**config.mk**
```make
export PLATFORM = sky130hd
export DESIGN_NAME = div_result_buffer
export DESIGN_NICKNAME = d
export VERILOG_FILES = /design/src/rtl/div_result_buffer.sv
export SDC_FILE = /design/constraint.sdc
export NUM_CORES = 1
export LEC_CHECK = 0
export BUFFER_PORTS_ARGS = -buffer_cell sky130_fd_sc_hd__buf_2
export CAP_MARGIN = 40
export CORE_MARGIN = 10
export CORE_UTILIZATION = 45
export DETAILED_ROUTE_END_ITERATION = 8
export PLACE_DENSITY = 0.59
export SYNTH_ARGS = -nofsm -noshare
export SYNTH_HDL_FRONTEND = slang
export SYNTH_SLANG_ARGS = --single-unit
```
**constraint.sdc**
```tcl
create_clock -name clk_i -period 3.3 [get_ports clk_i]
set_input_delay 0.165 -clock clk_i [delete_from_list [all_inputs] [get_ports clk_i]]
set_output_delay 0.165 -clock clk_i [all_outputs]
set_load 0.05 [all_outputs]
```
**src/rtl/div_result_buffer.sv**
```systemverilog
// Result FIFO behind the non-stallable pipelined divider. Reorders nothing; it only buffers
// results and grants issue credits so the divider can never overrun the FIFO.
module div_result_buffer #(
  parameter int unsigned QUOTIENT_WIDTH = 8,
  parameter int unsigned REMINDER_WIDTH = 8,
  parameter int unsigned DEPTH          = 8
) (
  input  logic                      clk_i,
  input  logic                      rst_n_i,
  input  logic                      issue_i,
  output logic                      can_issue_o,
  input  logic                      valid_i,
  input  logic [QUOTIENT_WIDTH-1:0] quotient_i,
  input  logic [REMINDER_WIDTH-1:0] reminder_i,
  output logic                      valid_o,
  input  logic                      ready_i,
  output logic [QUOTIENT_WIDTH-1:0] quotient_o,
  output logic [REMINDER_WIDTH-1:0] reminder_o,
  output logic [$clog2(DEPTH):0]    level_o,
  output logic                      overflow_o
);

  localparam int unsigned PtrW = $clog2(DEPTH);
  localparam int unsigned LvlW = PtrW + 1;
  localparam int unsigned InfW = PtrW + 2;
  localparam logic [LvlW-1:0] LvlFull = LvlW'(DEPTH);
  localparam logic [InfW-1:0] InfMax  = '1;

  logic [PtrW-1:0]           r_wr_ptr;
  logic [PtrW-1:0]           r_rd_ptr;
  logic [LvlW-1:0]           r_level;
  logic [InfW-1:0]           r_inflight;
  logic                      r_overflow;
  logic [QUOTIENT_WIDTH-1:0] r_q_mem [DEPTH];
  logic [REMINDER_WIDTH-1:0] r_r_mem [DEPTH];

  logic            w_empty;
  logic            w_full;
  logic            w_pop;
  logic            w_push;
  logic            w_drop;
  logic [LvlW-1:0] w_level_d;
  logic [InfW-1:0] w_inflight_d;
  logic [InfW:0]   w_reserved;

  assign w_empty = (r_level == '0);
  assign w_full  = (r_level == LvlFull);
  assign w_pop   = !w_empty && ready_i;
  // At full, a same-cycle pop frees the slot that wr_ptr (== rd_ptr) is about to overwrite.
  assign w_push  = valid_i && (!w_full || w_pop);
  assign w_drop  = valid_i && w_full && !w_pop;

  always_comb begin
    w_level_d = r_level;
    unique case ({w_push, w_pop})
      2'b10:   w_level_d = r_level + LvlW'(1);
      2'b01:   w_level_d = r_level - LvlW'(1);
      default: w_level_d = r_level;
    endcase
  end

  // Saturating credit counter; results with nothing outstanding do not underflow it.
  always_comb begin
    w_inflight_d = r_inflight;
    unique case ({issue_i, valid_i})
      2'b10:   if (r_inflight != InfMax) w_inflight_d = r_inflight + InfW'(1);
      2'b01:   if (r_inflight != '0) w_inflight_d = r_inflight - InfW'(1);
      default: w_inflight_d = r_inflight;
    endcase
  end

  always_ff @(posedge clk_i or negedge rst_n_i) begin
    if (!rst_n_i) begin
      r_wr_ptr   <= '0;
      r_rd_ptr   <= '0;
      r_level    <= '0;
      r_inflight <= '0;
      r_overflow <= 1'b0;
    end else begin
      if (w_push) r_wr_ptr <= r_wr_ptr + PtrW'(1);
      if (w_pop)  r_rd_ptr <= r_rd_ptr + PtrW'(1);
      r_level    <= w_level_d;
      r_inflight <= w_inflight_d;
      if (w_drop) r_overflow <= 1'b1;
    end
  end

  always_ff @(posedge clk_i) begin
    if (w_push) begin
      r_q_mem[r_wr_ptr] <= quotient_i;
      r_r_mem[r_wr_ptr] <= reminder_i;
    end
  end

  assign w_reserved  = {1'b0, r_inflight} + (InfW + 1)'(r_level);
  assign can_issue_o = (w_reserved < (InfW + 1)'(DEPTH));
  assign valid_o     = !w_empty;
  assign quotient_o  = w_empty ? '0 : r_q_mem[r_rd_ptr];
  assign reminder_o  = w_empty ? '0 : r_r_mem[r_rd_ptr];
  assign level_o     = r_level;
  assign overflow_o  = r_overflow;

endmodule

```
## After elaboration in Yosys (flattened, before gate mapping)

Memory sizes are Yosys's and may differ from the RTL's.
Cells that the tools add are included.

| storage, ports and cells | value |
|---|---|
| register bits after elaboration | 16 |
| memory bits (writable) | 128 |
| input bits | 21 |
| output and inout port bits | 23 |
| logic and storage cells | 44 |
| memories kept | 2 |

| operators by class | value |
|---|---|
| add/subtract/negate cells | 7 |
| order comparisons | 1 |
| equal/unequal tests | 8 |
| multiplexer cells | 8 |
| reduce and logical (&&, ||, !) cells | 13 |

Memory list:

| name | depth | width | read ports | clocked after Yosys merged registers in | write ports | RTL line | source |
|---|---|---|---|---|---|---|---|
| r_q_mem | 8 | 8 | 1 | 0 | 1 | 34 | `logic [QUOTIENT_WIDTH-1:0] r_q_mem [DEPTH];` |
| r_r_mem | 8 | 8 | 1 | 0 | 1 | 35 | `logic [REMINDER_WIDTH-1:0] r_r_mem [DEPTH];` |

Operator list:

| kind | count |
|---|---|
| 8-bit two-way mux | 2 |
| 5-bit two-way mux | 2 |
| 5-bit one-hot mux with 2 select lines | 1 |
| 4-bit one-hot mux with 2 select lines | 1 |
| 3-bit by 1-bit adder with 3-bit output (second input constant) | 2 |
| 5-bit by 4-bit adder with 6-bit output | 1 |
| 6-bit by 4-bit less-than comparator with 1-bit output (second input constant) | 1 |
| 5-bit by 1-bit adder with 5-bit output (second input constant) | 1 |
| 5-bit != test (second input constant) | 1 |
| 5-bit nonzero test | 1 |
| 5-bit by 1-bit subtractor with 5-bit output (second input constant) | 1 |
| 4-bit by 1-bit adder with 4-bit output (second input constant) | 1 |
| 2-bit by 1-bit == test with 1-bit output (second input constant) | 2 |
| 2-bit == test (second input constant) | 2 |
| 4-bit == test (second input constant) | 1 |
| 1-bit logical AND | 4 |
| 4-bit zero test | 1 |
| 2-bit != test (second input constant) | 2 |
| 2-bit nonzero test | 2 |
| 4-bit by 1-bit subtractor with 4-bit output (second input constant) | 1 |
| 1-bit zero test | 3 |
| 3-bit AND reduction | 1 |
| 1-bit two-way mux | 2 |
| 1-bit logical OR | 1 |

## Longest topological paths before layout

Gate-level depths: netlist of the first run.

| depth | value |
|---|---|
| depth after elaboration | 7 |
| gate-level depth with buffers | 9 |
| depth with buffers taken out | 9 |

## Least setup slack after synthesis of the first run

Ideal clock, no wire load.

| timing path | value |
|---|---|
| path type | reg2reg |
| start | register r_level[2] (netlist: level_o[2]) |
| end | memory r_q_mem[0][0], enable pin |
| library setup time | 409 ps |
| arrival | 2613 ps |
| data required time | 2891 ps |
| slack | 278 ps |
| stages on the path, launching flop included | 8 |
| path buffers | 2 |
| period minus slack after synthesis | 3022 ps |
| path through | dfrtp_1 -> clkbuf_1 -> nor3_2 -> nand3b_1 -> and2_1 -> buf_2 -> nand2b_1 -> nor3_1 |

| on the way | value |
|---|---|
| cells in the longest elaborated chain, start to end | 7 |
| elaborated cells on any way between the ends | 9 |
| classes of those cells | eq/ne (1); mux (2); reduce/logical (6) |

RTL lines:

| what | RTL line | source |
|---|---|---|
| start: declaration | 31 | `logic [LvlW-1:0] r_level;` |
| start signal: assignment | 82 | `r_level <= w_level_d;` |
| 4-bit zero test | 46 | `assign w_empty = (r_level == '0);` |
| 1-bit zero test | 48 | `assign w_pop = !w_empty && ready_i;` |
| 1-bit logical AND | 48 |  |
| 1-bit logical OR (*) | 50 | `assign w_push = valid_i && (!w_full \|\| w_pop);` |
| 1-bit logical AND (*) | 50 |  |
| 1-bit two-way mux (*) | 89 | `if (w_push) begin` |
| 1-bit two-way mux (not written as such) (*) | 90 | `r_q_mem[r_wr_ptr] <= quotient_i;` |
| end: declaration | 34 |  |

Mark *: on every way between the ends. The rest lies on a longest branch, timed or not.

## Worst setup path in the final report of the first run

| timing path | value |
|---|---|
| start | register r_rd_ptr[0] |
| end | output port quotient_o[5] |

| on the way | value |
|---|---|
| cells in the longest elaborated chain, start to end | 2 |

RTL lines:

| what | RTL line | source |
|---|---|---|
| start: declaration | 30 | `logic [PtrW-1:0] r_rd_ptr;` |
| start signal: assignment | 81 | `if (w_pop) r_rd_ptr <= r_rd_ptr + PtrW'(1);` |
| memory read 8 x 8 bit | n/a |  |
| 8-bit two-way mux | 98 | `assign quotient_o = w_empty ? '0 : r_q_mem[r_rd_ptr];` |
| end: declaration | 17 | `output logic [QUOTIENT_WIDTH-1:0] quotient_o,` |

Every way passes these cells.

==> results of run 1 <==
worst max-delay path: stages, from the launching register on:
cell and delay [ns]:
sky130_fd_sc_hd__dfrtp_2 0.73, sky130_fd_sc_hd__buf_12 0.27, sky130_fd_sc_hd__mux4_2 0.53, sky130_fd_sc_hd__mux2i_1 0.15, sky130_fd_sc_hd__nor2_1 0.06, sky130_fd_sc_hd__buf_2 0.22
cell usage in the layout (no fill, tap or decap), drive strengths merged, types with 5 or more instances in the layout:
cell / netlist / routed
dfrtp: 16 / 16
nor2: 29 / 29
inv: 6 / 6
mux4: 32 / 32
o21ai: 5 / 5
xor2: 6 / 6
ha: 11 / 11
xnor2: 5 / 5
clkbuf: 3 / 20
edfxtp: 128 / 128
buf: 13 / 61
mux2i: 17 / 17
nand2b: 5 / 5
nand2: 11 / 11
bufinv: 0 / 5
state kept, by name, indices dropped and copies added (netlist names):
name and cells:
overflow_o 1, r_inflight 5, r_r_mem 64, r_rd_ptr 3, r_wr_ptr 3, r_q_mem 64
level_o 4
cell families (layout without fill, tap and decap cells):
kind of cell,after synthesis,in the layout
compound gates,18,18
xor+xnor,11,11
fa+ha+maj,12,12
buf+inv,22,100
flops,144,144
mux,52,52
simple gates,63,63
per-layer routing:
layer | routed length [microns] | GRT usage (%) | up-vias
met5 | 0 | 0 | -
met4 | 180 | 5.02 | 0
met3 | 429 | 3.82 | 19
met2 | 5640 | 21.2 | 66
met1 | 5100 | 16.5 | 1563
li1 | - | - | 1403
layout make-up:
class                      count  area [sq um]
clock inverter                12           190
sequential                   144          4250
fill                         973          5680
multi-input combinational    156          1620
timing repair buffer          62           373
clock buffer                  20           437
tap                          172           215
inverter                       6          22.5
path summary, 6_finish.rpt:
path | from | endpoint | cells after the start
min | quotient_i[0] | r_q_mem[6][0] | 1
min in group asynchronous | rst_n_i | level_o[0] | 2
max in group asynchronous | rst_n_i | r_rd_ptr[0] | 2
max | r_rd_ptr[0] | quotient_o[5] | 5
max reg2reg | level_o[1] | r_r_mem[0][1] | 6
min reg2reg | overflow_o | overflow_o | 1
repair_timing:
item / 4_1_cts / 5_1_grt
gates resized for setup: 0 / 0
hold buffers: 1 / 0
hold endpoints to repair: 16 / 0
stage by stage:
step	util (%)	hold WS (ns)	instances	total power, uW
finish	55.6	0.0225	572	7320
detailed placement	50.6	0.108	539	5400
global route	55.6	0.0261	572	7720
CTS	55.6	0.0103	572	7430
floorplan	-	-0.131	322	4680
global placement	50.6	0.100	539	5360
power groups by stage:
stage          sequential, uW  clock [uW]  combinational [uW]
2_1_floorplan            2560           0                2120
6_report                 2630        2020                2680
3_3_place_gp             2650           0                2710
3_5_place_dp             2670           0                2730
5_1_grt                  2680        2140                2900
4_1_cts                  2630        2060                2740
==> results, run 1 <==
- After synthesis, the largest family of logic cells by area is multiplexers.
- The final-report hold violation count is 0.
- The initial DRC count is 192.
- After detailed routing, the average wire length per cell comes to 19.8 microns.
- The most common cell in the synthesized netlist is sky130_fd_sc_hd__edfxtp_1.
- In this run the remaining antenna-violating nets after routing total 0.
- The number of global-route vias before repair is 3,226.
- Port buffering added 43 buffers.
- Cell internal power was estimated by the tool at 4640 uW.
- The accumulated negative setup slack is 0 ns.
- Counting along the longest clock path gives a buffer depth of 2.
- For this design the total switching power over the nets is 2690 uW.
- The number of setup buffers added after CTS is 0.
- The number of buffers added by the clock tree synthesis step is 17.
- IR analysis of the VDD net gives a maximum drop of 0.537 mV.
- Synthesis produced a netlist whose cell count is 322.
- CTS built an H-tree with a depth of 4.
- Timing analysis after detailed placement gives a worst setup slack of 0.853 ns.
- The portion of netlist area occupied by mux cells is 15.5%.
- For this block, the routed nets add up to 11.4 mm of wire.
- Summed over all cells, the static leakage comes to 0.00258 uW.
- The area of placed instances is 6460 sq um.
- The switching share of power is 36.7%.
- In this run, distinct cell masters in the synthesized netlist total 40.
- The worst setup skew after layout is 0.00718 ns.
- The compound-gate portion of the synthesized area is 1.95%.
- During I/O placement, the number of pins put on the boundary was 44.
- The most area-hungry cell type in the Yosys netlist is sky130_fd_sc_hd__edfxtp_1.
- The fraction of the cycle the final worst path needs is 77.5%.
- In this run the cell area of the synthesized design comes to 5960 sq um.
- The number of search-and-repair iterations in the first detailed-routing pass is 4.
- The worst path in the final design needs a cycle of 2.56 ns, including I/O delays and setup.
- The number of nets handed over by synthesis was 355.
- After detailed routing, the number of remaining DRC violations is 0.
- The die covers 18,200 sq um.
- Summing the areas of all and, or, nand and nor instances in the mapped netlist gives 5.21% of the synthesized area.
- The total of warnings raised by yosys is 0.
- Averaged over all synthesized cells, the footprint is 18.5 sq um.
- At the end of routability-driven placement, the weighted congestion stood at 0.791.
- The pin count of the biggest net entering global routing is 35.
- The number of antenna repair diodes is 0.
- The launching element type of the critical path is a register.
- The worst pin sits at a relative slew slack of 54.1%.
- Setup repair after global routing left no endpoint under its margin.
- After Yosys synthesis, full adders, half adders and majority gates account for 2.65% of the synthesized area.
- The combined global-route utilization of all metal layers is 13.2%.
- Of the post-synthesis cell area, the dominant cell type holds 64.5%.
- The finished cells cover 7100 sq um.
- The initial utilization of the core area, before any placement, comes to 46.6%.
- The worst setup path is of the reg -> out kind.
- The number of flip-flops and latches in the synthesized netlist is 144.
- Based on the critical path, the design can be clocked at up to 391 MHz.
- The number of nets at the end of the flow is 420.
- The actual slew at the worst max-slew pin is 0.685 ns.
- In this run, synthesis inferred 128 flip-flops with an integrated enable.
- The max-slew violation count is 0.
- The y dimension of the die is 135 microns.
- The TritonCTS clock tree is done.
- The number of antenna violations at the first check in global routing came to 0.
- For the worst-skew pair, the clock arrives at the later sink with an insertion delay of 0.41 ns.
- The share of the yosys chip area belonging to registers is 71.2%.
- The area of the core is 12,800 sq um.
- Combinational logic is responsible for 36.6% of the overall power.
- The setup slack on the worst flop-to-flop path is 0.89 ns.
- Data on the critical path is required at its endpoint by 3.13 ns.
- In this run the clock root is driven by a sky130_fd_sc_hd__clkbuf_16.
- The tool flagged a number of max-cap violations equal to 0.
- Across all layers, the routed design uses 3,051 vias.
- The min-delay analysis places its worst path in the category in -> reg.
- The area growth from synthesis to layout is 19.2%.
- The most common flop cell mapped by yosys is sky130_fd_sc_hd__edfxtp_1.
- After layout, the worst setup slack is 0.743 ns.
- The mean number of vias per cell is 5.33.
- The share of layout cells above drive strength 1 is 32.5%.
- The clock net in this run drives a total of 144 sinks.
- The number of placement rows is 41.
- Clock-pin slew was measured on the worst setup and hold paths at 0.06 ns.
- STA puts the critical path data arrival time at 2.39 ns.
- Counting flops with an async set or reset pin after synthesis yields a share of 11.1%.
- Once detailed placement completed, the half-perimeter wirelength came to 7.33 mm.
- Counting instances in the post-synthesis netlist gives the leading cell types as 128 x sky130_fd_sc_hd__edfxtp_1, 32 x sky130_fd_sc_hd__mux4_2, 29 x sky130_fd_sc_hd__nor2_1.
- The worst setup path is captured at a primary output.
- For this design the ratio of total power to cell area is 1030 nW/um^2.
- Setup violations remaining at the end of the flow were counted as 0.
- The x dimension of the die is 135 microns.
- The wire length of the first global-routing pass is 18.2 mm.
- The overall overflow remaining after global route is 0.
- Of all nets on the critical path, the largest fanout is 19.
- Sorting the synthesized cells by area gives the leading types as sky130_fd_sc_hd__edfxtp_1 65%, sky130_fd_sc_hd__mux4_2 12%, sky130_fd_sc_hd__dfrtp_1 6.7%, sky130_fd_sc_hd__mux2i_1 2.9%, sky130_fd_sc_hd__ha_1 2.3%.
- The xor/xnor share of the synthesized area is 1.62%.
- Sequential cells account for 35.8% of the total power.
- The run finished with clean final reports.
- The clock network fraction of total power is 27.5%.
Note: power is estimated with default switching activity, not from simulation.
==> inputs of run 2 (changes only) <==
Clock period 3.3 ns to 2.5 ns, I/O delays scaled along.
==> run 2 against run 1 <==
  * Clock skew decreased by 0.0015 ns
  * Routed wire length increased by 6.2%
  * Highest routed layer unchanged
  * Setup slack got worse by 0.48 ns
==> results, run 2 (synthesis gave the netlist of run 1 again) <==
- The setup path with the least slack is of type reg -> reg.
- The routed layout has 3,138 vias.
- The detailed router finished its first iteration with 263 violations.
- On the final layout, the worst hold slack is 0.00716 ns.
- Derived from the worst setup path, the maximum achievable clock frequency is 446 MHz.
- The flow ran to the end, and the final reports show no timing, DRC or antenna violations.
- The worst setup path is launched from a register.
- Data on the critical path is required at its endpoint by 2.85 ns.
- The worst hold path belongs to the class in -> reg.
- Summed over all layers, the routed wires come to 12.1 mm.
- The launch instance of the worst register-to-register path is level_o[2].
- The most utilized layer in the global route result is met2.
- The leakage dissipation is 0.00266 uW.
- Fill cells in the final layout number 983.
- Once layout is done, the placed cells without fillers occupy 7260 sq um.
- The die is 135 microns wide.
- The largest registers in the layout are r_q_mem: 64 flops, r_r_mem: 64 flops, r_inflight: 5 flops.
- The fraction of the cycle the final worst path needs is 89.6%.
- The mean number of vias per cell is 5.32.
- The number of nets at the end of the flow is 439.
- The number of global-route vias before repair is 3,350.
- Cells with a size suffix above 1 make up 33.0% of the layout.
- The worst slew margin relative to its limit is 58.5%.
- Entering global routing, the biggest net connects 21 pins.
- TritonCTS built the clock tree.
- The switching share of power is 37.0%.
- Along the worst path, the maximum fanout reaches 9.
- Setup repair after global routing left no endpoint under its margin.
- In this run the remaining antenna-violating nets after routing total 0.
- The share of total power in combinational logic is 39.2%.
- The endpoint identified for the worst register-to-register timing path is level_o[2].
- Dividing total power by cell area gives a power density of 1330 nW/um^2.
- Buffers added to address setup during post-CTS repair amount to 0.
- The effective utilization at floorplan is 46.6%.
- The analysis attributes to net switching a power of 3590 uW.
- At the pin with the least slew margin, the transition time is 0.620 ns.
- In the layout the commonest cells are 128 x sky130_fd_sc_hd__edfxtp_1, 43 x sky130_fd_sc_hd__buf_2, 32 x sky130_fd_sc_hd__mux4_2.
- The final-report hold violation count is 0.
- The tool flagged a number of max-cap violations equal to 0.
- The worst-case reg-to-reg path depth is 8.
- The routability congestion estimate is 0.797.
- The number of placement rows is 41.
- Setup violations remaining at the end of the flow were counted as 0.
- Leaving out fill and tap cells, the most frequent cell in the layout is sky130_fd_sc_hd__edfxtp_1.
- Before antenna repair, the detailed router went through 4 iterations.
- The cell chosen for the clock root is sky130_fd_sc_hd__clkbuf_16.
- The setup slack on the worst flop-to-flop path is 0.26 ns.
- The share of total power dissipated in the clock network is 26.6%.
- The area growth from synthesis to layout is 21.9%.
- The H-tree generated during clock tree synthesis spans 4 levels.
- The number of antenna diodes in the final layout is 0.
- The number of antenna violations at the first check in global routing is 0.
- The number of I/O pins is 44.
- The port buffer count is 43.
- The origin of the worst setup path is level_o[2].
- The wire length of the first global-routing pass is 19.4 mm.
- The met3 global-route usage is 4.19%.
- In the final routed layout, each cell accounts on average for 20.4 microns.
- Clock-pin slew was measured on the worst setup and hold paths at 0.06 ns.
- The floorplan step defined a die boundary enclosing 18,200 sq um.
- The startpoint identified for the worst hold timing path is reminder_i[7].
- The latest clock arrival within the worst-skew pair is 0.42 ns.
- Measured along the y axis, the die boundary spans 135 microns.
- Global routing finished with a remaining overflow of 0.
- The area of the core is 12,800 sq um.
- The endpoint class of the critical path is a register.
- The combined global-route utilization of all metal layers is 14.3%.
- The HPWL reported at the end of detailed placement is 7.72 mm.
- The data arrival time of the worst path is 2.59 ns.
- The clock net sink count is 144.
- The met2 layer usage reported by global route is 22.8%.
- Following the worst setup path forward leads to its endpoint at level_o[2].
- The max-slew violation count is 0.
- The internal portion of the total power is 6100 uW.
- The clock passes through at most 2 buffers.
- After detailed routing, the number of remaining DRC violations is 0.
- The met1 track demand over resource is 17.8%.
- The worst-case IR drop observed on VDD is 0.943 mV.
- The worst setup skew after layout is 0.00573 ns.
- The time the worst path needs with I/O delays and setup is 2.24 ns.
- Per report_power, the sequential group accounts for 34.3% of the total.
- Summing all placed instances gives a cell area of 6510 sq um.
- Counting the buffers created by CTS gives 17.
==> run 2: critical path: stages, from the launching register on <==
cell and delay [ns]:
sky130_fd_sc_hd__dfrtp_2 0.41, sky130_fd_sc_hd__buf_4 0.17, sky130_fd_sc_hd__nor4_4 0.24, sky130_fd_sc_hd__nor2_1 0.09, sky130_fd_sc_hd__mux2_4 0.27, sky130_fd_sc_hd__ha_2 0.18, sky130_fd_sc_hd__or3_1 0.33, sky130_fd_sc_hd__or4_1 0.40
sky130_fd_sc_hd__nand3_1 0.08
==> run 2: worst min path at each step <==
stage / slack [ns] / cells past startpoint / to
global route: 0.005 / 1 / r_r_mem[3][7]
finish: 0.007 / 1 / r_r_mem[3][7]
global placement: 0.07 / 1 / r_inflight[1]
floorplan: -0.17 / 0 / level_o[0]
detailed placement: 0.07 / 1 / r_inflight[2]
CTS: 0.002 / 1 / r_r_mem[6][7]
==> run 2: per-layer routing <==
metal  vias to the layer above  share of wire, %
li1                       1434                 -
met1                      1615                44
met2                        77                50
met3                        12               4.5
met4                         0               1.3
met5                         -                 0
==> run 2: repair_timing <==
action                                 in CTS  in global routing
hold buffers                               15                  0
endpoints found under the hold margin     124                  0
resized for setup                           0                  0
setup endpoints to repair                   0                  0
==> run 2: power by group through the flow <==
stage	sequential [uW]	clock, uW	combinational (uW)
after floorplan	3390	0	2820
after global placement	3350	0	3810
after detailed placement	3370	0	3850
after CTS	3320	2630	3880
after global routing	3360	2720	4120
final	3320	2570	3800
==> run 2: final cells by class <==
cell class	count	area [sq um]	area share, %
Inverter	6	22.5	0.310
Multi-Input combinational cell	156	1620	22.3
Clock inverter	11	164	2.26
Clock buffer	20	437	6.02
Timing Repair Buffer	81	551	7.58
Sequential cell	144	4250	58.5
Tap cell	172	215	2.96
==> run 2: per-stage QoR <==
stage	TNS, ns	util [%]	std cells	setup WS, ns	total power (uW)
finish	0	56.8	590	0.260	9690
global route	0	56.8	590	0.0966	10200
CTS	0	56.8	590	0.228	9830
detailed placement	0	51.0	544	0.270	7210
global placement	0	51.0	544	0.317	7160
floorplan	-0.0308	-	322	-0.0308	6210
